[config.mk]
export PLATFORM = sky130hd
export DESIGN_NAME = aos_softreg_router
export DESIGN_NICKNAME = d
export VERILOG_FILES = /design/src/rtl/aos_softreg_router_pkg.sv /design/src/rtl/aos_softreg_router_read_tracker.sv /design/src/rtl/aos_softreg_router.sv
export SDC_FILE = /design/constraint.sdc
export NUM_CORES = 1
export LEC_CHECK = 0
export CORE_AREA = 3 3 336 338
export DETAILED_ROUTE_END_ITERATION = 12
export DIE_AREA = 0 0 339 341
export GPL_TIMING_DRIVEN = 1
export PLACE_DENSITY = 0.58
export REMOVE_ABC_BUFFERS = 1
export SKIP_LAST_GASP = 1
export SYNTH_ARGS = -nofsm -noshare
export SYNTH_HDL_FRONTEND = slang
export SYNTH_SLANG_ARGS = --single-unit
[constraint.sdc]
create_clock -name clk -period 12.9 [get_ports clk]
set_input_delay 2.58 -clock clk [delete_from_list [all_inputs] [get_ports clk]]
set_output_delay 2.58 -clock clk [all_outputs]
set_load 0.05 [all_outputs]
[src/rtl/aos_softreg_router_pkg.sv]
// ----------------------------------------------------------------------------
// aos_softreg_router_pkg
// Shared types and helpers for the SoftReg router and its read tracker.
//   SoftRegReq / SoftRegResp : host and app SoftReg channel structs
//   aos_sr_req_ent_t          : request buffer entry (request without valid)
//   aos_sr_tag_t              : outstanding-read tag {err, idx}
//   AOS_SR_ERR_DATA           : default data returned on error responses
//   aos_sr_app_idx_w()        : width of the app-index address field
//   aos_sr_strip_idx()        : removes the app-index field from an address
//   aos_sr_sat_add16()        : saturating add for the 16-bit statistics
// ----------------------------------------------------------------------------
package aos_softreg_router_pkg;

  typedef struct packed {
    logic        valid;
    logic        isWrite;
    logic [31:0] addr;
    logic [63:0] data;
  } SoftRegReq;

  typedef struct packed {
    logic        valid;
    logic [63:0] data;
  } SoftRegResp;

  typedef struct packed {
    logic        isWrite;
    logic [31:0] addr;
    logic [63:0] data;
  } aos_sr_req_ent_t;

  typedef struct packed {
    logic       err;
    logic [7:0] idx;
  } aos_sr_tag_t;

  localparam logic [63:0] AOS_SR_ERR_DATA = 64'hDEAD_BEEF_DEAD_BEEF;

  // A single app still gets a 1-bit field so idx = 1 can be rejected.
  function automatic int aos_sr_app_idx_w(input int num_apps);
    return (num_apps <= 2) ? 1 : $clog2(num_apps);
  endfunction

  // Bits below lsb stay in place, bits above the field shift down by w and
  // the top w bits fill with zero.
  function automatic logic [31:0] aos_sr_strip_idx(input logic [31:0] addr,
                                                   input int          lsb,
                                                   input int          w);
    logic [31:0] low_mask;
    logic [31:0] upper;
    low_mask = (32'd1 << lsb) - 32'd1;
    upper    = (addr >> (lsb + w)) << lsb;
    return upper | (addr & low_mask);
  endfunction

  function automatic logic [15:0] aos_sr_sat_add16(input logic [15:0] a,
                                                   input logic [8:0]  b);
    logic [16:0] sum;
    sum = {1'b0, a} + {8'd0, b};
    return sum[16] ? 16'hFFFF : sum[15:0];
  endfunction

endpackage

[src/rtl/aos_softreg_router_read_tracker.sv]
// ----------------------------------------------------------------------------
// aos_sr_read_tracker
// In-order FIFO of outstanding read tags. The head tag is resolved each cycle
// by an error tag, a disabled app, the app's response, or the head timeout.
// Responses that do not belong to the head read are counted as stray.
//   clk_i, rst_i      : clock, synchronous active-high reset
//   push_i/push_tag_i : new read tag (caller only pushes when push_ready_o)
//   push_ready_o      : room for a tag this cycle (includes same-cycle pop)
//   app_enable_i      : per-app enable mask
//   app_resp_i        : per-app SoftReg responses
//   host_resp_o       : registered host read response, 1-cycle valid
//   stat_timeouts_o   : saturating count of reads answered by timeout
//   stat_stray_o      : saturating count of discarded app responses
// ----------------------------------------------------------------------------
module aos_sr_read_tracker
  import aos_softreg_router_pkg::*;
#(
  parameter int          NUM_APPS       = 4,
  parameter int          MAX_RD_LOG     = 2,
  parameter int unsigned TIMEOUT_CYCLES = 1024,
  parameter logic [63:0] ERR_DATA       = AOS_SR_ERR_DATA
) (
  input  logic                clk_i,
  input  logic                rst_i,
  input  logic                push_i,
  input  aos_sr_tag_t         push_tag_i,
  output logic                push_ready_o,
  input  logic [NUM_APPS-1:0] app_enable_i,
  input  SoftRegResp          app_resp_i [NUM_APPS],
  output SoftRegResp          host_resp_o,
  output logic [15:0]         stat_timeouts_o,
  output logic [15:0]         stat_stray_o
);

  localparam int          DEPTH = 1 << MAX_RD_LOG;
  localparam int          PTR_W = (MAX_RD_LOG < 1) ? 1 : MAX_RD_LOG;
  localparam logic [31:0] TMO   = 32'(TIMEOUT_CYCLES);

  aos_sr_tag_t          tag_mem_q [DEPTH];
  logic [PTR_W-1:0]     wr_q, rd_q;
  logic [MAX_RD_LOG:0]  cnt_q;
  logic [31:0]          timer_q;
  SoftRegResp           resp_q, resp_d;
  logic [15:0]          timeouts_q, stray_q;

  aos_sr_tag_t  head;
  logic         empty, full, pop, timeout_hit, consumed;
  logic         head_en, head_rsp_valid;
  logic [63:0]  head_rsp_data;
  logic [255:0] en_ext, rsp_valid_ext;
  logic [8:0]   stray_cnt;

  assign empty = (cnt_q == '0);
  assign full  = (cnt_q == (MAX_RD_LOG+1)'(DEPTH));
  assign head  = tag_mem_q[rd_q];

  assign en_ext  = 256'(app_enable_i);
  assign head_en = en_ext[head.idx];

  always_comb begin
    rsp_valid_ext = '0;
    head_rsp_data = '0;
    for (int i = 0; i < NUM_APPS; i++) begin
      rsp_valid_ext[8'(i)] = app_resp_i[i].valid;
      if (head.idx == 8'(i)) head_rsp_data = app_resp_i[i].data;
    end
  end
  assign head_rsp_valid = rsp_valid_ext[head.idx];

  // Resolution priority: error/disabled first, then a real response, then
  // the timeout, so a response landing on the expiry cycle still wins.
  always_comb begin
    pop         = 1'b0;
    timeout_hit = 1'b0;
    resp_d      = '0;
    if (!empty) begin
      if (head.err || !head_en) begin
        pop    = 1'b1;
        resp_d = '{valid: 1'b1, data: ERR_DATA};
      end else if (head_rsp_valid) begin
        pop    = 1'b1;
        resp_d = '{valid: 1'b1, data: head_rsp_data};
      end else if ((TIMEOUT_CYCLES != 0) && (timer_q == '0)) begin
        pop         = 1'b1;
        timeout_hit = 1'b1;
        resp_d      = '{valid: 1'b1, data: ERR_DATA};
      end
    end
  end

  assign consumed = !empty && !head.err && head_en && head_rsp_valid;

  always_comb begin
    stray_cnt = '0;
    for (int i = 0; i < NUM_APPS; i++) begin
      if (app_resp_i[i].valid && !(consumed && (head.idx == 8'(i))))
        stray_cnt = stray_cnt + 9'd1;
    end
  end

  assign push_ready_o = !full || pop;

  always_ff @(posedge clk_i) begin
    if (push_i) tag_mem_q[wr_q] <= push_tag_i;
  end

  always_ff @(posedge clk_i) begin
    if (rst_i) begin
      wr_q       <= '0;
      rd_q       <= '0;
      cnt_q      <= '0;
      timer_q    <= TMO;
      resp_q     <= '0;
      timeouts_q <= '0;
      stray_q    <= '0;
    end else begin
      if (push_i) wr_q <= (wr_q == PTR_W'(DEPTH-1)) ? '0 : wr_q + 1'b1;
      if (pop)    rd_q <= (rd_q == PTR_W'(DEPTH-1)) ? '0 : rd_q + 1'b1;
      cnt_q <= cnt_q + (MAX_RD_LOG+1)'(push_i) - (MAX_RD_LOG+1)'(pop);
      // The timer idles at full scale and only runs while a read is at the
      // head, so every new head starts with the whole window.
      if (pop)                           timer_q <= TMO;
      else if (!empty && timer_q != '0) timer_q <= timer_q - 32'd1;
      resp_q     <= resp_d;
      timeouts_q <= aos_sr_sat_add16(timeouts_q, {8'd0, timeout_hit});
      stray_q    <= aos_sr_sat_add16(stray_q, stray_cnt);
    end
  end

  assign host_resp_o     = resp_q;
  assign stat_timeouts_o = timeouts_q;
  assign stat_stray_o    = stray_q;

endmodule

[src/rtl/aos_softreg_router.sv]
// ----------------------------------------------------------------------------
// aos_softreg_router
// Single-level SoftReg router from the shell to NUM_APPS app ports. Host
// requests are buffered, decoded at the buffer head and dispatched one per
// cycle; reads are tracked in order so host responses keep request order.
//   clk, rst          : clock, synchronous active-high reset
//   app_enable        : per-app enable mask
//   softreg_req       : host request in
//   softreg_resp      : host response out (registered)
//   app_softreg_req   : per-app requests out (registered, 1-cycle valid)
//   app_softreg_resp  : per-app responses in
//   stat_dropped      : requests dropped (buffer full / write to bad target)
//   stat_timeouts     : reads answered by timeout
//   stat_stray        : app responses not matching the head read
// ----------------------------------------------------------------------------
module aos_softreg_router
  import aos_softreg_router_pkg::*;
#(
  parameter int          NUM_APPS           = 4,
  parameter int          ROUTE_LSB          = 3,
  parameter int          REQ_FIFO_LOG_DEPTH = 2,
  parameter int          MAX_RD_LOG         = 2,
  parameter int unsigned TIMEOUT_CYCLES     = 1024,
  parameter logic [63:0] ERR_DATA           = AOS_SR_ERR_DATA
) (
  input  logic                clk,
  input  logic                rst,
  input  logic [NUM_APPS-1:0] app_enable,
  input  SoftRegReq           softreg_req,
  output SoftRegResp          softreg_resp,
  output SoftRegReq           app_softreg_req  [NUM_APPS],
  input  SoftRegResp          app_softreg_resp [NUM_APPS],
  output logic [15:0]         stat_dropped,
  output logic [15:0]         stat_timeouts,
  output logic [15:0]         stat_stray
);

  localparam int APP_IDX_W = aos_sr_app_idx_w(NUM_APPS);
  localparam int REQ_DEPTH = 1 << REQ_FIFO_LOG_DEPTH;
  localparam int RPTR_W    = (REQ_FIFO_LOG_DEPTH < 1) ? 1 : REQ_FIFO_LOG_DEPTH;

  // Request buffer
  aos_sr_req_ent_t             rbuf_q [REQ_DEPTH];
  logic [RPTR_W-1:0]           rwr_q, rrd_q;
  logic [REQ_FIFO_LOG_DEPTH:0] rcnt_q;
  logic                        rfull, rempty, enq, deq, in_drop;

  assign rfull   = (rcnt_q == (REQ_FIFO_LOG_DEPTH+1)'(REQ_DEPTH));
  assign rempty  = (rcnt_q == '0);
  assign enq     = softreg_req.valid && !rfull;
  assign in_drop = softreg_req.valid && rfull;

  always_ff @(posedge clk) begin
    if (enq) rbuf_q[rwr_q] <= '{isWrite: softreg_req.isWrite,
                                addr:    softreg_req.addr,
                                data:    softreg_req.data};
  end

  always_ff @(posedge clk) begin
    if (rst) begin
      rwr_q  <= '0;
      rrd_q  <= '0;
      rcnt_q <= '0;
    end else begin
      if (enq) rwr_q <= (rwr_q == RPTR_W'(REQ_DEPTH-1)) ? '0 : rwr_q + 1'b1;
      if (deq) rrd_q <= (rrd_q == RPTR_W'(REQ_DEPTH-1)) ? '0 : rrd_q + 1'b1;
      rcnt_q <= rcnt_q + (REQ_FIFO_LOG_DEPTH+1)'(enq)
                       - (REQ_FIFO_LOG_DEPTH+1)'(deq);
    end
  end

  // Head decode
  aos_sr_req_ent_t        head;
  logic [APP_IDX_W-1:0]   head_idx;
  logic [7:0]             head_idx8;
  logic [255:0]           en_ext;
  logic                   head_ok;
  SoftRegReq              fwd;

  assign head      = rbuf_q[rrd_q];
  assign head_idx  = head.addr[ROUTE_LSB +: APP_IDX_W];
  assign head_idx8 = 8'(head_idx);
  assign en_ext    = 256'(app_enable);
  assign head_ok   = (int'(head_idx8) < NUM_APPS) && en_ext[head_idx8];
  assign fwd       = '{valid:   1'b1,
                       isWrite: head.isWrite,
                       addr:    aos_sr_strip_idx(head.addr, ROUTE_LSB, APP_IDX_W),
                       data:    head.data};

  // Dispatch
  logic        trk_push, trk_ready, fwd_valid, inv_drop;
  aos_sr_tag_t push_tag;

  assign push_tag = '{err: !head_ok, idx: head_idx8};

  // A read blocked on a full tracker holds the head, so any writes queued
  // behind it wait too and host ordering is preserved.
  always_comb begin
    deq       = 1'b0;
    trk_push  = 1'b0;
    fwd_valid = 1'b0;
    inv_drop  = 1'b0;
    if (!rempty) begin
      if (head.isWrite) begin
        deq = 1'b1;
        if (head_ok) fwd_valid = 1'b1;
        else         inv_drop  = 1'b1;
      end else if (trk_ready) begin
        deq       = 1'b1;
        trk_push  = 1'b1;
        fwd_valid = head_ok;
      end
    end
  end

  SoftRegReq   app_req_q [NUM_APPS];
  logic [15:0] dropped_q;

  always_ff @(posedge clk) begin
    if (rst) begin
      for (int i = 0; i < NUM_APPS; i++) app_req_q[i] <= '0;
      dropped_q <= '0;
    end else begin
      for (int i = 0; i < NUM_APPS; i++)
        app_req_q[i] <= (fwd_valid && (head_idx8 == 8'(i))) ? fwd : '0;
      dropped_q <= aos_sr_sat_add16(dropped_q,
                                    {8'd0, in_drop} + {8'd0, inv_drop});
    end
  end

  always_comb begin
    for (int i = 0; i < NUM_APPS; i++) app_softreg_req[i] = app_req_q[i];
  end
  assign stat_dropped = dropped_q;

  aos_sr_read_tracker #(
    .NUM_APPS       (NUM_APPS),
    .MAX_RD_LOG     (MAX_RD_LOG),
    .TIMEOUT_CYCLES (TIMEOUT_CYCLES),
    .ERR_DATA       (ERR_DATA)
  ) u_read_tracker (
    .clk_i           (clk),
    .rst_i           (rst),
    .push_i          (trk_push),
    .push_tag_i      (push_tag),
    .push_ready_o    (trk_ready),
    .app_enable_i    (app_enable),
    .app_resp_i      (app_softreg_resp),
    .host_resp_o     (softreg_resp),
    .stat_timeouts_o (stat_timeouts),
    .stat_stray_o    (stat_stray)
  );

endmodule

==> summary.md, run 1 <==
| Metric | Value |
|---|---|
| Slew HR | `18.6%` |
| Commonest non-fill, non-tap cell in the layout | `clkdlybuf4s50_1` |
| Worst stage delay on the critical path | `0.75 ns` |
| Num rows | `122` |
| Worst hold-check path type | `flip-flop to flip-flop` |
| Clock Skew | `0.0467 ns` |
| Post-CTS sizing | `0` |
| Port buffer count | `860` |
| Period utilization | `between 50% and 60%` |
| Core Region | `0.110 sq mm` |
| Detail Placement HPWL | `79,900 um` |
| Finish-stage setup viols | `0` |
| Area of the multi-input gates | `0.00914 sq mm` |
| CTS tree | `done` |
| Synthesized instance count | `2,324` |
| NetSw | `3920 uW` |
| FF+latch area | `0.0230 sq mm` |
| Worst Path Buf+Inv | `4` |
| Status | `finished clean` |
| Comb pwr share | `between 30% and 40%` |
| Post-cts hold buffer count | `0` |
| Final hold violations | `0` |
| # DRC | `0` |
| Sum Neg Setup Slack | `0 ns` |
| Max FO, Critical Path | `22` |
| RSZ-0062 raised after global routing | `false` |
| Netlist cell types | `57` |
| First-pass GRT wire length | `159,000 um` |
| First-pass detailed-route iteration total | `5` |
| Area growth, synth to finish | `41.7%` |
| Die area | `0.116 sq mm` |
| Family with the most delay on the worst path | `simple AND/OR/NAND/NOR gates` |
| Required @ worst endpoint | `13.46 ns` |
| Global placement routability congestion | `0.921` |
| Worst-skew pair later-pin latency | `0.68 ns` |
| Wire per inst | `23.3 um` |
| Worst EP arrival | `7.78 ns` |
| Die Wd | `339 um` |
| Initial drt markers | `~1,000` |
| Synth Cell Area | `0.0327 sq mm` |
| Final #Nets | `between 3,000 and 4,000` |
| Number of synthesized flops with an enable pin | `400` |
| H-Tree Depth | `3` |
| Gr usage total | `18.7%` |
| Gr ovfl total | `0` |
| Max Cap Viol | `0` |
| Worst-Margin Slew | `1.21 ns` |
| #FFs+latches synth | `947` |
| Worst path slowest cell | `or4_1` |
| Startpoint types | `input pin` |
| Antenna violations before repair | `29` |
| Largest net degree at the start of global routing | `69` |
| Most frequent cells in the layout | `clkdlybuf4s50_1 (859), dfxtp_1 (545), nor2_1 (456)` |
| Yosys warns | `0` |
| Vias per inst | `approximately 4.5` |
| Sequential power share | `a little over a third` |
| Crit Path Category | `input pin to flip-flop` |
| Final ANT Viol Nets | `0` |
| Share of cells above drive strength 1 | `approximately 11%` |
| Post-CTS Setup Bufs | `0` |
| Main synth FF type | `dfxtp_1` |
| I/O Pins | `around 870` |
| Syn Area/Cell | `14.1 sq um` |
| Clk network pwr share | `27.7%` |
| Crit-path cells | `clkdlybuf4s50_1, mux2i_1, o22ai_2, buf_4, nand2_1, or2_2, o21ai_1, inv_1, ha_1, inv_1, nand3_1, o21ai_0, a21oi_1, o221ai_1, a221oi_1, fa_1, nor2b_1, o21ai_0, a21o_1, or4_1, and3_1, nor3_1` |
| Number of global-route vias before repair | `22,684` |
| Die Span Y | `341 um` |
| Max Clock Freq | `roughly 140 MHz` |
| Final WL | `111,000 um` |
| Maximum vdd drop | `126 uV` |
| Static Leak | `0.0162 uW` |
| Crit. End Element | `flip-flop` |
| Pint | `6590 uW` |
| Max-slew violations | `0` |
| Fill cell count | `10,227` |
| Root buf cell | `clkbuf_16` |
| Clock transition at path regs | `0.06 ns` |
| Final worst-path setup slack | `about 5.7 ns` |
| Starting density of the core | `29.6%` |
| Dpl ws | `slightly above 5 ns` |
| Vias | `roughly 22,000` |
| Sequential share of the synthesized area | `around 70%` |
| Pwr per Cell Area | `227 mW/mm^2` |
| Cts bufs inserted | `slightly above 100` |
| Tmin final | `7.22 ns` |
| CTS Sinks | `947` |
| Fraction of registers with async set/reset | `0%` |
| Net Sw Frac | `37.3%` |
| Bufs on Longest Clock Path | `3` |
-- flip-flops by register name, summed over array words and instances, names as in the netlist, named ones only --
signal and flops:
app_req_q 384, rbuf_q 388, rcnt_q 3, rrd_q 2, rwr_q 2, stat_dropped 16, u_read_tracker.cnt_q 3, u_read_tracker.host_resp_o 65
u_read_tracker.rd_q 2, u_read_tracker.stat_stray_o 16, u_read_tracker.stat_timeouts_o 16, u_read_tracker.tag_mem_q 12, u_read_tracker.timer_q 32, u_read_tracker.wr_q 2
-- cell families (layout without fill, tap and decap cells) --
group                      count (synthesis)  count (layout)  share of synthesized area [%]
and+or+nand+nor                          795             795                           10.3
muxes                                    185             185                           12.0
DFF                                      947             947                           70.2
AOI/OAI and AO/OA                        127             127                           2.25
xor gates and xnor gates                  67              67                           1.79
buffers and inverters                    171            1110                           2.17
adders and majority gates                 31              31                           1.28
other                                      1              23                         0.0115
-- worst register-to-register path: cells and delay by family (launching register included) --
kind / cells / cell delay (ns)
adders and majority gates: 2 / 0.81
DFF: 1 / 0.49
muxes: 2 / 1.37
buffers and inverters: 3 / 0.52
and+or+nand+nor: 7 / 1.80
AOI/OAI and AO/OA: 8 / 1.40
-- synthesized netlist by cell type (3+ instances only) --
library cell / number / area share (%)
nand4_1: 6 / 0.11
a21o_1: 3 / 0.069
a21oi_1: 92 / 1.4
xnor2_1: 51 / 1.4
mux2_2: 3 / 0.10
buf_4: 8 / 0.18
or4_1: 3 / 0.069
mux4_2: 165 / 11
fa_1: 4 / 0.24
or2_2: 5 / 0.096
mux2i_1: 17 / 0.52
nand3_1: 22 / 0.34
edfxtp_1: 400 / 37
and2_1: 6 / 0.11
nor2_1: 456 / 5.2
nor4_1: 17 / 0.33
buf_1: 23 / 0.26
nor3b_1: 4 / 0.092
a211oi_1: 3 / 0.069
clkbuf_1: 78 / 0.90
nor2b_1: 8 / 0.15
buf_2: 29 / 0.44
nand2_1: 173 / 2.0
ha_1: 27 / 1.0
dfxtp_1: 547 / 33
nand3b_1: 4 / 0.092
nand2b_1: 7 / 0.13
or3_1: 11 / 0.21
nor3_1: 37 / 0.57
xor2_1: 16 / 0.43
and3_1: 29 / 0.55
o21ai_0: 7 / 0.11
inv_1: 33 / 0.38
-- stage by stage --
step                      hold slack (ns)  cells  total power, uW  instance area (sq um)  util (%)
after floorplan                     0.463   2194             6330                  32100         -
after global placement              0.487   4567             7720                  42900      38.9
after detailed placement            0.494   4567             7720                  42900      38.9
after CTS                           0.501   4759            10700                  46300      42.0
after global routing                0.533   4765            11000                  46300      42.0
final                               0.501   4773            10500                  46300      42.0
-- path summary, 6_finish.rpt --
path / end / cells after the start / slack (ns) / from
min: u_read_tracker.timer_q[1] / 2 / 0.50 / u_read_tracker.timer_q[1]
max: u_read_tracker.stat_stray_o[13] / 22 / 5.68 / app_enable[3]
min reg2reg: u_read_tracker.timer_q[1] / 2 / 0.50 / u_read_tracker.timer_q[1]
max reg2reg: u_read_tracker.stat_stray_o[13] / 22 / 6.45 / flip-flop
-- layout make-up --
cell class	count	share of cell area, %
antenna	14	0.0756
clock buffer	151	6.53
clock inverter	41	0.840
inverter	33	0.267
multi-input combinational	1214	19.7
sequential	947	49.6
tap	1488	4.02
timing repair buffer	885	19.0
-- layer usage --
layer  vias up  routed length, um  track usage (%)
met4        20               4640             7.70
met2       781              56900             33.4
li1       9943                  -                -
met1     10699              40300             20.0
met3       182               9070             6.55
met5         -                142                0
-- power groups by stage --
stage	Sequential (uW)	Combinational, uW	Clock [uW]
floorplan	4540	1790	0
global placement	3780	3940	0
detailed placement	3780	3940	0
CTS	3720	3960	3000
global route	3750	4160	3120
finish	3710	3890	2910
Power figures use the tool's default switching activity.
==> run 2: changes to the inputs <==
--- a/config.mk
+++ b/config.mk
@@ -9,7 +9,7 @@
 export DETAILED_ROUTE_END_ITERATION = 12
 export DIE_AREA = 0 0 339 341
 export GPL_TIMING_DRIVEN = 1
-export PLACE_DENSITY = 0.58
+export PLACE_DENSITY = 0.6
 export REMOVE_ABC_BUFFERS = 1
 export SKIP_LAST_GASP = 1
 export SYNTH_ARGS = -nofsm -noshare
==> constraint.sdc (replaced) <==
create_clock -name clk -period 6.6 [get_ports clk]
set_input_delay 1.32 -clock clk [delete_from_list [all_inputs] [get_ports clk]]
set_output_delay 1.32 -clock clk [all_outputs]
set_load 0.05 [all_outputs]
==> summary.md, run 2 (synthesis gave the netlist of run 1 again) <==
| Metric | Value |
|---|---|
| Final #Nets | `3,588 (+0.31%)` |
| First-pass GRT wire length | `159,000 um (-0.13%)` |
| Clock transition at path regs | `0.06 ns (about the same)` |
| Max-slew violations | `0 (unchanged)` |
| Share of cells above drive strength 1 | `11.5% (+0.067 points)` |
| Post-Layout Cell Count | `4,781 (+0.17%)` |
| Crit Path Category | `flip-flop to flip-flop` |
| Antenna violations before repair | `29 (unchanged)` |
| Startpoint types | `flip-flop` |
| GR Layer Usage met2 | `33.6% (+0.21 points)` |
| # DRC | `0 (unchanged)` |
| Crit-path cells | `mux4_4, or2_2, o22ai_2, nand2_1, or2_2, o21ai_1, inv_1, ha_1, inv_1, nand3_1, o21ai_0, a21oi_1, o221ai_1, a221oi_1, fa_1, nor2b_1, o21ai_0, a21o_1, or4_1, buf_4, a21oi_1` |
| Most frequent cells in the layout | `clkdlybuf4s50_1 (859), dfxtp_1 (545), nor2_1 (456)` |
| Die Span Y | `341 um (unchanged)` |
| Core Region | `0.110 sq mm (unchanged)` |
| Die Wd | `339 um (unchanged)` |
| Post-cts hold buffer count | `0 (unchanged)` |
| Port buffer count | `860 (unchanged)` |
| Met1 Usage GRT | `19.8% (-0.21 points)` |
| Static Leak | `0.0162 uW (about the same)` |
| Root buf cell | `clkbuf_16` |
| Final design utilization | `42.0% (about the same)` |
| Starting density of the core | `29.6% (unchanged)` |
| Worst path slowest cell | `mux4_4` |
| Final hold violations | `0 (unchanged)` |
| Area growth, synth to finish | `41.8% (about the same)` |
| First-pass detailed-route iteration total | `5 (unchanged)` |
| Hold_sp | `u_read_tracker.timer_q[1]` |
| Period utilization | `86.8%` |
| Required @ worst endpoint | `7.16 ns (-6.30 ns)` |
| Hold Path End | `u_read_tracker.timer_q[1]` |
| Number of global-route vias before repair | `22,686 (+0.0088%)` |
| Worst-skew pair later-pin latency | `0.68 ns (about the same)` |
| Status | `finished clean` |
| Maximum vdd drop | `285 uV (+130%)` |
| Post-CTS sizing | `0 (unchanged)` |
| Worst EP arrival | `6.29 ns (-1.49 ns)` |
| Final ANT Viol Nets | `0 (unchanged)` |
| Max reg flops | `388 (unchanged)` |
| Commonest non-fill, non-tap cell in the layout | `clkdlybuf4s50_1` |
| Clock Skew | `0.0475 ns (+0.000781 ns)` |
| Wire per inst | `23.2 um (-0.39%)` |
| R2r worst-path depth | `21 (-4.5%)` |
| Max Clock Freq | `between 150 and 200 MHz` |
| Gr usage total | `18.7% (about the same)` |
| Vias per inst | `4.55 (+0.46%)` |
| Vias | `21,760 (+0.62%)` |
| Initial drt markers | `1,071 (+4.5%)` |
| Max Cap Viol | `0 (unchanged)` |
| Pwr per Cell Area | `441 mW/mm^2 (+94%)` |
| Die area | `0.116 sq mm (unchanged)` |
| Crit. End Element | `flip-flop` |
| Final WL | `111,000 um (-0.23%)` |
| CTS Sinks | `947 (unchanged)` |
| R2r setup slk | `0.87 ns (-5.58 ns)` |
| Gr busiest metal | `met2` |
| Global placement routability congestion | `1.01 (+9.2%)` |
| Detail Placement HPWL | `81,600 um (+2.1%)` |
| RSZ-0062 raised after global routing | `false` |
| Num rows | `122 (unchanged)` |
| Cts bufs inserted | `98 (-3.0%)` |
| Tmin final | `5.73 ns` |
| Worst stage delay on the critical path | `0.92 ns (+0.17 ns)` |
| Worst hold-check path type | `flip-flop to flip-flop` |
| Min Hold Slack | `0.507 ns (+0.00570 ns)` |
| Met3 Track Usage GR | `6.02% (-0.53 points)` |
| Max FO, Critical Path | `25 (+14%)` |
| H-Tree Depth | `3 (unchanged)` |
| Largest net degree at the start of global routing | `67 (-2.9%)` |
| I/O Pins | `869 (unchanged)` |
| Inst Count DP | `4,581 (+0.31%)` |
| Sum Neg Setup Slack | `0 ns (unchanged)` |
| FF-to-FF End | `u_read_tracker.stat_stray_o[0]` |
| Gr ovfl total | `0 (unchanged)` |
| CTS tree | `done` |
| Bufs on Longest Clock Path | `3 (unchanged)` |
| WHS Path Cells | `2 (unchanged)` |
| Slew HR | `31.1% (+12 points)` |
| Largest reg by FF count | `rbuf_q` |
| Worst-Margin Slew | `1.03 ns (-0.182 ns)` |
| Post-CTS Setup Bufs | `0 (unchanged)` |
| Finish-stage setup viols | `0 (unchanged)` |
-- run 2: worst max path at each step --
stage | startpoint | endpoint | slack, ns
5_1_grt | flip-flop | u_read_tracker.stat_stray_o[0] | 0.42
2_1_floorplan | flip-flop | app_req_q[1][0] | -0.97
3_3_place_gp | app_enable[3] | u_read_tracker.stat_stray_o[13] | 0.62
3_5_place_dp | app_enable[3] | u_read_tracker.stat_stray_o[0] | 0.65
4_1_cts | flip-flop | u_read_tracker.stat_stray_o[0] | 0.85
6_report | flip-flop | u_read_tracker.stat_stray_o[0] | 0.87
-- run 2: report_power, final --
group	internal, uW	total, uW	switching [uW]	leakage, uW
Clock	3180	5510	2330	0.00159
Combinational	2740	7720	4980	0.00650
Sequential	6870	7200	328	0.00810
Total	12800	20400	7640	0.0162
-- run 2: final cells by class --
type / count / area [sq um]
Fill cell: 10233 / 64000
Sequential cell: 947 / 23000
Multi-Input combinational cell: 1214 / 9140
Timing Repair Buffer: 899 / 8960
Clock buffer: 137 / 2750
Tap cell: 1488 / 1860
Clock inverter: 48 / 510
Inverter: 33 / 124
Antenna cell: 15 / 37.5
-- run 2: stage by stage --
step / worst slack, ns / area [sq um] / power, uW
after floorplan: -0.971 / 32100 / 12400
after global placement: 0.619 / 43100 / 15200
after detailed placement: 0.650 / 43100 / 15200
after CTS: 0.853 / 46300 / 20800
after global routing: 0.420 / 46300 / 21400
final: 0.871 / 46400 / 20400
-- run 2: routing by layer --
layer	wire [um]	share of wire, %
met5	157	0.14
met4	5040	4.5
met3	8290	7.5
met2	57500	52
met1	39900	36
-- run 2: critical path, delay by kind of cell, from the launching register on --
family | cells | cell delay, ns
AOI/OAI and AO/OA | 9 | 1.45
adders and majority gates | 2 | 0.80
buffers and inverters | 3 | 0.44
DFF | 1 | 0.51
muxes | 1 | 0.92
and+or+nand+nor | 6 | 1.47
==> run 3: changes to the inputs <==
--- a/config.mk
+++ b/config.mk
@@ -5,9 +5,10 @@
 export SDC_FILE = /design/constraint.sdc
 export NUM_CORES = 1
 export LEC_CHECK = 0
-export CORE_AREA = 3 3 336 338
+export ABC_AREA = 1
+export CORE_AREA = 2 2 339 341
 export DETAILED_ROUTE_END_ITERATION = 12
-export DIE_AREA = 0 0 339 341
+export DIE_AREA = 0 0 341 343
 export GPL_TIMING_DRIVEN = 1
 export PLACE_DENSITY = 0.6
 export REMOVE_ABC_BUFFERS = 1
==> summary.md, run 3 <==
| Metric | Value |
|---|---|
| Most frequent cells in the layout | `clkdlybuf4s50_1 (860), nand2_1 (717), dfxtp_1 (546)` |
| Top-count cell post-synth | `nand2_1` |
| Period utilization | `80.1% (-6.7 points)` |
| CTS Sinks | `947 (unchanged)` |
| Max Clock Freq | `189 MHz (+8.4%)` |
| Worst-Margin Slew | `1.15 ns (+0.116 ns)` |
| Worst hold-check path type | `flip-flop to flip-flop` |
| Status | `finished clean` |
| Fraction of registers with async set/reset | `0% (unchanged)` |
| Pwr per Cell Area | `477 mW/mm^2 (+8.3%)` |
| FF-to-FF End | `u_read_tracker.stat_stray_o[9]` |
| Sum Neg Setup Slack | `0 ns (unchanged)` |
| Max FO, Critical Path | `9 (-64%)` |
| Dpl ws | `0.725 ns (+0.0748 ns)` |
| Finish-stage setup viols | `0 (unchanged)` |
| Commonest cells in the netlist | `nand2_1 (718), dfxtp_1 (547), nor2_1 (532), edfxtp_1 (400), a21oi_1 (199)` |
| Vias | `25,619 (+18%)` |
| Detail Placement HPWL | `82,900 um (+1.6%)` |
| Largest reg by FF count | `rbuf_q` |
| Yosys warns | `0 (unchanged)` |
| Bufs on Longest Clock Path | `3 (unchanged)` |
| Max-slew violations | `0 (unchanged)` |
| Static Leak | `0.0177 uW (+9.5%)` |
| Die Wd | `341 um (+0.59%)` |
| Commonest non-fill, non-tap cell in the layout | `clkdlybuf4s50_1` |
| CTS tree | `done` |
| Fill cell count | `10,948 (+7.0%)` |
| RSZ-0062 raised after global routing | `false` |
| Number of global-route vias before repair | `25,336 (+12%)` |
| Num rows | `124 (+1.6%)` |
| R2r setup slk | `1.43 ns (+0.56 ns)` |
| Clock Skew | `0.0884 ns (+0.0409 ns)` |
| Worst EP arrival | `5.88 ns (-0.41 ns)` |
| Root buf cell | `clkbuf_16` |
| Final worst-path setup slack | `1.31 ns (+0.443 ns)` |
| Starting density of the core | `29.5% (-0.14 points)` |
| #FFs+latches synth | `947 (unchanged)` |
| Area of the multi-input gates | `0.00912 sq mm (-0.19%)` |
| Netlist cell types | `51 (-11%)` |
| Antenna violations before repair | `29 (unchanged)` |
| Final ANT Viol Nets | `0 (unchanged)` |
| Area growth, synth to finish | `40.0%` |
| H-Tree Depth | `3 (unchanged)` |
| Die Span Y | `343 um (+0.59%)` |
| Initial drt markers | `1,331 (+24%)` |
| Post-cts hold buffer count | `0 (unchanged)` |
| Wire per inst | `20.9 um (-9.9%)` |
| Synth Cell Area | `0.0334 sq mm (+2.3%)` |
| Global placement routability congestion | `0.940 (-6.5%)` |
| Post-synth top area cell | `edfxtp_1` |
| Required @ worst endpoint | `7.19 ns (+0.03 ns)` |
| Final design utilization | `41.3% (-0.72 points)` |
| Final #Nets | `4,378 (+22%)` |
| Yosys top cell area share | `35.9% (-0.82 points)` |
| Inst Count DP | `5,394 (+18%)` |
| Clock transition at path regs | `0.06 ns (about the same)` |
| Final hold violations | `0 (unchanged)` |
| Synth top area cells | `edfxtp_1 (36%), dfxtp_1 (33%), nand2_1 (8.1%)` |
| First-pass detailed-route iteration total | `7 (+2)` |
| I/O Pins | `869 (unchanged)` |
| Tmin final | `5.29 ns (-0.443 ns)` |
| Maximum vdd drop | `417 uV (+46%)` |
| Number of synthesized flops with an enable pin | `400 (unchanged)` |
| Share of cells above drive strength 1 | `5.73% (-5.8 points)` |
| Post-Layout Cell Count | `5,590 (+17%)` |
| Max reg flops | `388 (unchanged)` |
| Synthesized instance count | `3,145 (+35%)` |
| Crit Path Category | `input pin to flip-flop` |
| Min Hold Slack | `0.466 ns (-0.0408 ns)` |
| Cts bufs inserted | `99 (+1.0%)` |
| Slew HR | `23.6% (-7.5 points)` |
| Worst-skew pair later-pin latency | `0.72 ns (+0.04 ns)` |
| # DRC | `0 (unchanged)` |
| Core Region | `0.113 sq mm (+2.8%)` |
| Max Cap Viol | `0 (unchanged)` |
| Sequential share of the synthesized area | `68.6% (-1.6 points)` |
| Largest net degree at the start of global routing | `98 (+46%)` |
| Setup crit end | `u_read_tracker.stat_stray_o[9]` |
| FF+latch area | `0.0230 sq mm (about the same)` |
| Vias per inst | `4.58 (+0.70%)` |
| Syn Area/Cell | `10.6 sq um (-24%)` |
| Worst path slowest cell | `clkdlybuf4s50_1` |
| Crit. End Element | `flip-flop` |
| R2r worst-path depth | `29 (+38%)` |
| CP startpoint | `app_enable[1]` |
| First-pass GRT wire length | `166,000 um (+4.7%)` |
| Final WL | `117,000 um (+5.4%)` |
| Gr usage total | `19.2% (+0.50 points)` |
| Post-CTS Setup Bufs | `0 (unchanged)` |
| Die area | `0.117 sq mm (+1.2%)` |
| Post-CTS sizing | `0 (unchanged)` |
| Port buffer count | `860 (unchanged)` |
| Main synth FF type | `dfxtp_1` |
| Most frequent CP cell | `inv_1` |
| Worst stage delay on the critical path | `0.50 ns (-0.42 ns)` |
| Gr ovfl total | `0 (unchanged)` |
| Startpoint types | `input pin` |
## run 3: stage by stage
step | cell area [sq um] | total power, uW
final | 46800 | 22400
after global routing | 46800 | 23500
after CTS | 46800 | 22600
after detailed placement | 43500 | 17000
after global placement | 43500 | 17000
after floorplan | 32600 | 13300
## run 3: kinds of logic after synthesis
family,count (synthesis),share of synthesized area [%]
other cells,1,0.0112
flops,947,68.6
simple gates,1412,17.1
compound gates,390,7.58
fa+ha+maj,31,1.25
buf+inv,323,4.33
xor+xnor,41,1.07
## run 3: metal layers
layer / vias to the layer above / wire, um / GRT usage [%]
li1: 12210 / - / -
met1: 12235 / 43200 / 20.5
met2: 933 / 57800 / 33.9
met3: 213 / 10100 / 6.27
met4: 28 / 5670 / 9.59
met5: - / 183 / 0
## run 3: final cells by class
| cell class | count | share of cell area, % |
|---|---|---|
| multi-input combinational | 1883 | 19.5 |
| clock inverter | 37 | 0.898 |
| clock buffer | 148 | 6.16 |
| tap | 1512 | 4.04 |
| antenna | 11 | 0.0588 |
| timing repair buffer | 896 | 19.0 |
| inverter | 156 | 1.27 |
| sequential | 947 | 49.0 |
## run 3: critical path: cells and delay by family
| family | cells | cell delay [ns] |
|---|---|---|
| and+or+nand+nor | 13 | 1.70 |
| buffers and inverters | 8 | 1.12 |
| AOI/OAI and AO/OA | 3 | 1.00 |
| adders and majority gates | 3 | 0.72 |
## run 3: worst min-delay path by stage
stage / from / endpoint / cells after the start
2_1_floorplan: u_read_tracker.cnt_q[2] / u_read_tracker.cnt_q[2] / 1
3_3_place_gp: u_read_tracker.cnt_q[2] / u_read_tracker.cnt_q[2] / 1
3_5_place_dp: u_read_tracker.timer_q[30] / u_read_tracker.timer_q[30] / 2
4_1_cts: u_read_tracker.timer_q[30] / u_read_tracker.timer_q[30] / 2
5_1_grt: u_read_tracker.timer_q[30] / u_read_tracker.timer_q[30] / 2
6_report: u_read_tracker.timer_q[30] / u_read_tracker.timer_q[30] / 2
## run 3: power by group
| part | internal (uW) | switching (uW) |
|---|---|---|
| Combinational | 2560 | 6850 |
| Clock | 3140 | 2400 |
| Sequential | 7080 | 324 |
==> RTL edit 1, RTL diff (settings of run 1) <==
Make the reset (`rst` and `rst_i`) asynchronous in 3 clocked blocks. Comments in the files are not updated.
--- a/src/rtl/aos_softreg_router_read_tracker.sv
+++ b/src/rtl/aos_softreg_router_read_tracker.sv
@@ -104,7 +104,7 @@
     if (push_i) tag_mem_q[wr_q] <= push_tag_i;
   end
 
-  always_ff @(posedge clk_i) begin
+  always_ff @(posedge clk_i or posedge rst_i) begin
     if (rst_i) begin
       wr_q       <= '0;
       rd_q       <= '0;
--- a/src/rtl/aos_softreg_router.sv
+++ b/src/rtl/aos_softreg_router.sv
@@ -56,7 +56,7 @@
                                 data:    softreg_req.data};
   end
 
-  always_ff @(posedge clk) begin
+  always_ff @(posedge clk or posedge rst) begin
     if (rst) begin
       rwr_q  <= '0;
       rrd_q  <= '0;
@@ -116,7 +116,7 @@
   SoftRegReq   app_req_q [NUM_APPS];
   logic [15:0] dropped_q;
 
-  always_ff @(posedge clk) begin
+  always_ff @(posedge clk or posedge rst) begin
     if (rst) begin
       for (int i = 0; i < NUM_APPS; i++) app_req_q[i] <= '0;
       dropped_q <= '0;
Function: changed (a bounded check fails within 4 cycles, from zero or initial values and one cycle with rst high; the reset may be asserted at any time).
==> RTL edit 1 against run 1 <==
Wire length down 3.5%; critical path type unchanged; sequential cell count down 4; power up 19%; design area up 5.6%; sequential power up 11%; via count up 0.25%; setup slack worse by 0.11 ns; sequential share of layout area up 2.8 points; clock power up 2%; combinational power up 41%; area after synthesis up 7.8%; cell count down 1.8%.
==> RTL edit 1: results (changes against run 1) <==
p_sw_share_pct: 40.5  # +3.2 points
postCtsSetupBuffers: 0  # unchanged
power.leakage_nw: 19.7  # +22%
synth_flop_cell: "dfrtp_1"
async_reset_ff_share_pct: 57.6  # +58 points
hold_depth: 2  # unchanged
yosysSeqAreaShare_pct: 72.6  # +2.4 points
clk-insertion-delay-late_ns: 0.70  # +0.02 ns
rr_worst_depth: 19  # -14%
worstHoldStart: "u_read_tracker.stat_timeouts_o[4]"
dr.pass1.iters: 5  # unchanged
clockBufferDepth: 3  # unchanged
largest_register_ffs: 388  # unchanged
hpwl_um: 75700  # -5.2%
startpoint: "app_softreg_resp[64]"
cts_buffers: 99  # -2.0%
synth_edf_count: 400  # unchanged
top_register: "rbuf_q"
drive_above_1_share_pct: 12.4  # +0.96 points
grt_pass1_wl_um: 158000  # -0.67%
yosys-top-cells-count: "dfrtp_1 (542), nor2_1 (444), edfxtp_1 (400), mux4_2 (165), nand2_1 (152)"
grt_max_degree: 140  # +100%
grt_pass1_vias: 23000  # +1.4%
path_max_fanout: 17  # -23%
dpl_cell_area_um2: 45400  # +5.8%
slowest_stage: "or4_1"
cp_slowest_stage_delay_ns: 0.83  # +0.08 ns
synth_cell_type_count: 55  # -3.5%
cp_data_arrival_time_ns: 7.89  # +0.11 ns
hp-class: "reg2reg"
root_buffer: "clkbuf_16"
vias: 21700  # +0.25%
status: "complete, no violations"
io_buffers: 860  # unchanged
gp_congestion: 0.959  # +4.1%
path_clk_slew_ns: 0.06  # about the same
htreeDepth: 3  # unchanged
synth_area_leaders: "dfrtp_1 (38%), edfxtp_1 (34%), mux4_2 (11%)"
peakVddDrop_v: 0.000232  # +83%
grt_usage_pct: 18.3  # -0.36 points
fillers: 9843  # -3.8%
timing.rr.start: "u_read_tracker.rd_q[0]"
drt-total-wl_um: 107000  # -3.5%
yosys_warnings: 0  # unchanged
fin_nets: 3497  # -2.2%
tightest_slew_ns: 1.04  # -0.175 ns
antenna_found_initial: 29  # unchanged
clock_skew_ns: 0.0643  # +0.0176 ns
cts-resized-gates: 0  # unchanged
drt-initial-drc-count: 1246  # +22%
-- RTL edit 1: changes by cell type after synthesis, sizes merged, moves of 22 or more --
cell and delta:
a21o +47, a21oi -80, clkbuf -32, dfrtp +542
dfxtp -547, xnor2 -22
-- RTL edit 1: through the flow --
step | setup WS, ns | total power, mW | TNS, ns | utilization, % | std cells
final | 5.57 | 12.6 | 0 | 44.3 | 4689
after global routing | 5.17 | 13.2 | 0 | 44.3 | 4676
after floorplan | -4.86 | 7.78 | -2633.00 | - | 2110
after detailed placement | 4.94 | 9.75 | 0 | 41.1 | 4489
after global placement | 5.05 | 9.73 | 0 | 41.1 | 4489
after CTS | 5.66 | 12.8 | 0 | 44.3 | 4675
-- RTL edit 1: worst max-delay path: cells and delay by family --
| family | cells | cell delay [ns] |
|---|---|---|
| AO/OA/AOI/OAI | 6 | 1.03 |
| AND/OR/NAND/NOR | 7 | 2.81 |
| adder cells (fa/ha/maj) | 2 | 0.64 |
| buffers and inverters | 2 | 0.82 |
-- RTL edit 1: routing by layer --
layer  track usage, %  wire (um)
met1             21.1      40000
met2             31.3      54000
met3             6.61       9360
met4             6.72       3720
met5                0        195
-- RTL edit 1: power by group through the flow --
stage / clock (mW) / combinational [mW] / sequential [mW]
after CTS: 3.06 / 5.60 / 4.12
after global routing: 3.18 / 5.84 / 4.18
after global placement: 0 / 5.58 / 4.16
after floorplan: 0 / 2.11 / 5.66
after detailed placement: 0 / 5.58 / 4.17
final: 2.97 / 5.48 / 4.11
-- RTL edit 1: final cells by class --
type	instances	area, um2	area share, %
Timing Repair Buffer	891	8870	18.1
Clock buffer	137	2910	5.94
Inverter	25	101	0.207
Multi-Input combinational cell	1142	8950	18.3
Sequential cell	943	25600	52.3
Tap cell	1488	1860	3.81
Antenna cell	14	35.0	0.0716
Clock inverter	49	587	1.20
-- RTL edit 1: cells by family after synthesis --
group	count (synthesis)	synth area share, %
buffers and inverters	145	2.26
other	1	0.0106
and+or+nand+nor	752	9.08
xor gates and xnor gates	53	1.32
AOI/OAI and AO/OA	113	2.37
muxes	184	11.2
DFF	943	72.6
adders and majority gates	31	1.19
-- RTL edit 1: worst paths after layout --
path,slack (ns),to
max,5.57,u_read_tracker.stat_stray_o[11]
max in group asynchronous,8.34,app_softreg_req[25]
min reg2reg,0.53,u_read_tracker.stat_timeouts_o[4]
max reg2reg,6.28,u_read_tracker.stat_stray_o[11]
min,0.53,u_read_tracker.stat_timeouts_o[4]
min in group asynchronous,2.34,app_softreg_req[174]
==> RTL edit 2, RTL diff (settings of run 1) <==
Made on the original files. Set the parameter `REQ_FIFO_LOG_DEPTH` to 3 (it was 2).
--- a/src/rtl/aos_softreg_router.sv
+++ b/src/rtl/aos_softreg_router.sv
@@ -18,7 +18,7 @@
 #(
   parameter int          NUM_APPS           = 4,
   parameter int          ROUTE_LSB          = 3,
-  parameter int          REQ_FIFO_LOG_DEPTH = 2,
+  parameter int          REQ_FIFO_LOG_DEPTH = 3,
   parameter int          MAX_RD_LOG         = 2,
   parameter int unsigned TIMEOUT_CYCLES     = 1024,
   parameter logic [63:0] ERR_DATA           = AOS_SR_ERR_DATA
Function: not settled (the Yosys comparison gave no result); the edit may change what the design does.
==> RTL edit 2 against run 1 <==
Power rose by 26%; clock power rose by 38%; sequential share of layout area up 5.6 points; design area up 36%; non-clock buffer count up 11; area after synthesis increased by 47%; sequential cell count is 392 higher; setup slack got worse by 0.48 ns; sequential power increased by 37%; wire length increased by 29%; clock skew down 0.0061 ns; synthesized cell count is 27% higher; count of clock-buffer cells in the layout is 50 higher; global-route usage grew 5.8 points; critical path type unchanged; largest power group is now sequential cells.
==> RTL edit 2: results (changes against run 1) <==
cp_data_arrival_time_ns: 8.36  # +0.58 ns
fillers: 8644  # -15%
vias: 28500  # +32%
htreeDepth: 4  # +1
maxSlewHeadroom_pct: 18.6  # -0.050 points
synth-xor-area-share_pct: 1.18  # -0.61 points
synthAdderAreaFrac_pct: 0.920  # -0.36 points
yosysSeqAreaShare_pct: 72.0  # +1.8 points
cts_buffers: 140  # +39%
path_clk_slew_ns: 0.06  # about the same
placed_cells: 5180  # +13%
power.leakage_nw: 21.3  # +31%
yosys_warnings: 0  # unchanged
largest_register_ffs: 776  # +100%
clock_skew_ns: 0.0406  # -0.00613 ns
drt-total-wl_um: 144000  # +29%
grtUsageMet1_pct: 28.5  # +8.5 points
grt_max_degree: 152  # +120%
gp_congestion: 0.986  # +7.1%
drt-initial-drc-count: 1766  # +72%
grt_pass1_vias: 29700  # +31%
antenna_found_initial: 52  # +79%
muxShareOfSynthArea_pct: 14.9  # +2.9 points
synth_flop_cell: "edfxtp_1"
synth_area_leaders: "edfxtp_1 (49%), dfxtp_1 (23%), mux4_2 (12%)"
synth_cell_type_count: 62  # +8.8%
hpwl_um: 97500  # +22%
yosys-top-cells-count: "edfxtp_1 (788), dfxtp_1 (551), nor2_1 (460), mux4_2 (261), nand2_1 (197)"
grt_usage_pct: 24.5  # +5.8 points
use_met2_pct: 43.3  # +9.8 points
viasPerCell: 5.22  # +15%
p_sw_share_pct: 32.9  # -4.4 points
place_ws_ns: 4.51  # -0.586 ns
path_max_fanout: 14  # -36%
synth_compound_area_share_pct: 1.71  # -0.53 points
status: "complete, no violations"
drive_above_1_share_pct: 16.5  # +5.1 points
use_met3_pct: 7.30  # +0.75 points
fin_nets: 4231  # +18%
grt_pass1_wl_um: 208000  # +30%
clk-insertion-delay-late_ns: 0.74  # +0.06 ns
RTL edit 2: cell count changes after synthesis, moves of 9 or more:
cell and delta:
edfxtp_1 +388, buf_4 +9, mux2_2 +95, xor2_1 +23
nor3_1 -18, buf_6 +19, nand2_1 +24, buf_2 +12
clkbuf_1 -10, mux4_2 +96, xnor2_1 -25
RTL edit 2: layer usage:
| metal | vias up | part of all wire [%] |
|---|---|---|
| met5 | - | 0.10 |
| met4 | 22 | 2.6 |
| met3 | 207 | 6.9 |
| met2 | 881 | 53 |
| met1 | 14700 | 38 |
| li1 | 12700 | - |
RTL edit 2: power groups by stage:
stage                     registers [mW]  logic, mW  clock network, mW
after CTS                           5.11       4.20               4.11
after detailed placement            5.20       4.18                  0
after floorplan                     5.98       2.22                  0
after global placement              5.18       4.14                  0
after global routing                5.13       4.38               4.27
final                               5.10       4.11               4.01
RTL edit 2: area by class of cell:
class,instances,area (um2),share of cell area [%]
repair buffers,896,8900,14.1
clock buffers,201,4070,6.46
multi-input cells,1425,12600,20.0
flip-flops and latches,1339,34700,55.2
diodes,29,72.6,0.115
clock inverters,57,599,0.952
well taps,1488,1860,2.96
inverters,32,120,0.191
RTL edit 2: logic make-up (layout without fill, tap and decap cells):
kind of cell | count (synthesis) | in the layout
AOI/OAI and AO/OA | 136 | 136
xor gates and xnor gates | 65 | 65
adders and majority gates | 33 | 33
buffers and inverters | 195 | 1186
DFF | 1339 | 1339
muxes | 376 | 376
other | 1 | 38
and+or+nand+nor | 806 | 806
RTL edit 2: worst paths after layout:
kind / startpoint / end / slack, ns / depth (start not counted)
max: app_softreg_resp[64] / u_read_tracker.stat_stray_o[13] / 5.20 / 21
min: u_read_tracker.timer_q[23] / u_read_tracker.timer_q[23] / 0.51 / 2
min reg2reg: u_read_tracker.timer_q[23] / u_read_tracker.timer_q[23] / 0.51 / 2
max reg2reg: flip-flop / u_read_tracker.stat_stray_o[13] / 6.14 / 21
RTL edit 2: worst max-delay path, cell delays in order:
cell,delay [ns]
clkdlybuf4s50_1,0.59
mux2i_1,0.18
mux2_2,0.43
or4_1,0.54
o21ai_1,0.20
inv_1,0.07
ha_1,0.24
nand2_1,0.08
o31ai_1,0.07
a311o_1,0.36
ha_1,0.19
nand2_1,0.08
nor2_1,0.05
a222oi_1,0.32
ha_1,0.24
nor2b_1,0.17
o21ai_0,0.16
a211oi_1,0.65
nand3_1,0.57
and3_1,0.39
nor3_1,0.18
RTL edit 2: metrics by stage:
step,hold WS [ns],cell area [um2],total power [mW]
after floorplan,0.453,47300,8.21
after global placement,0.464,58200,9.32
after detailed placement,0.493,58200,9.38
after CTS,0.509,62800,13.4
after global routing,0.540,62900,13.8
final,0.507,62900,13.2
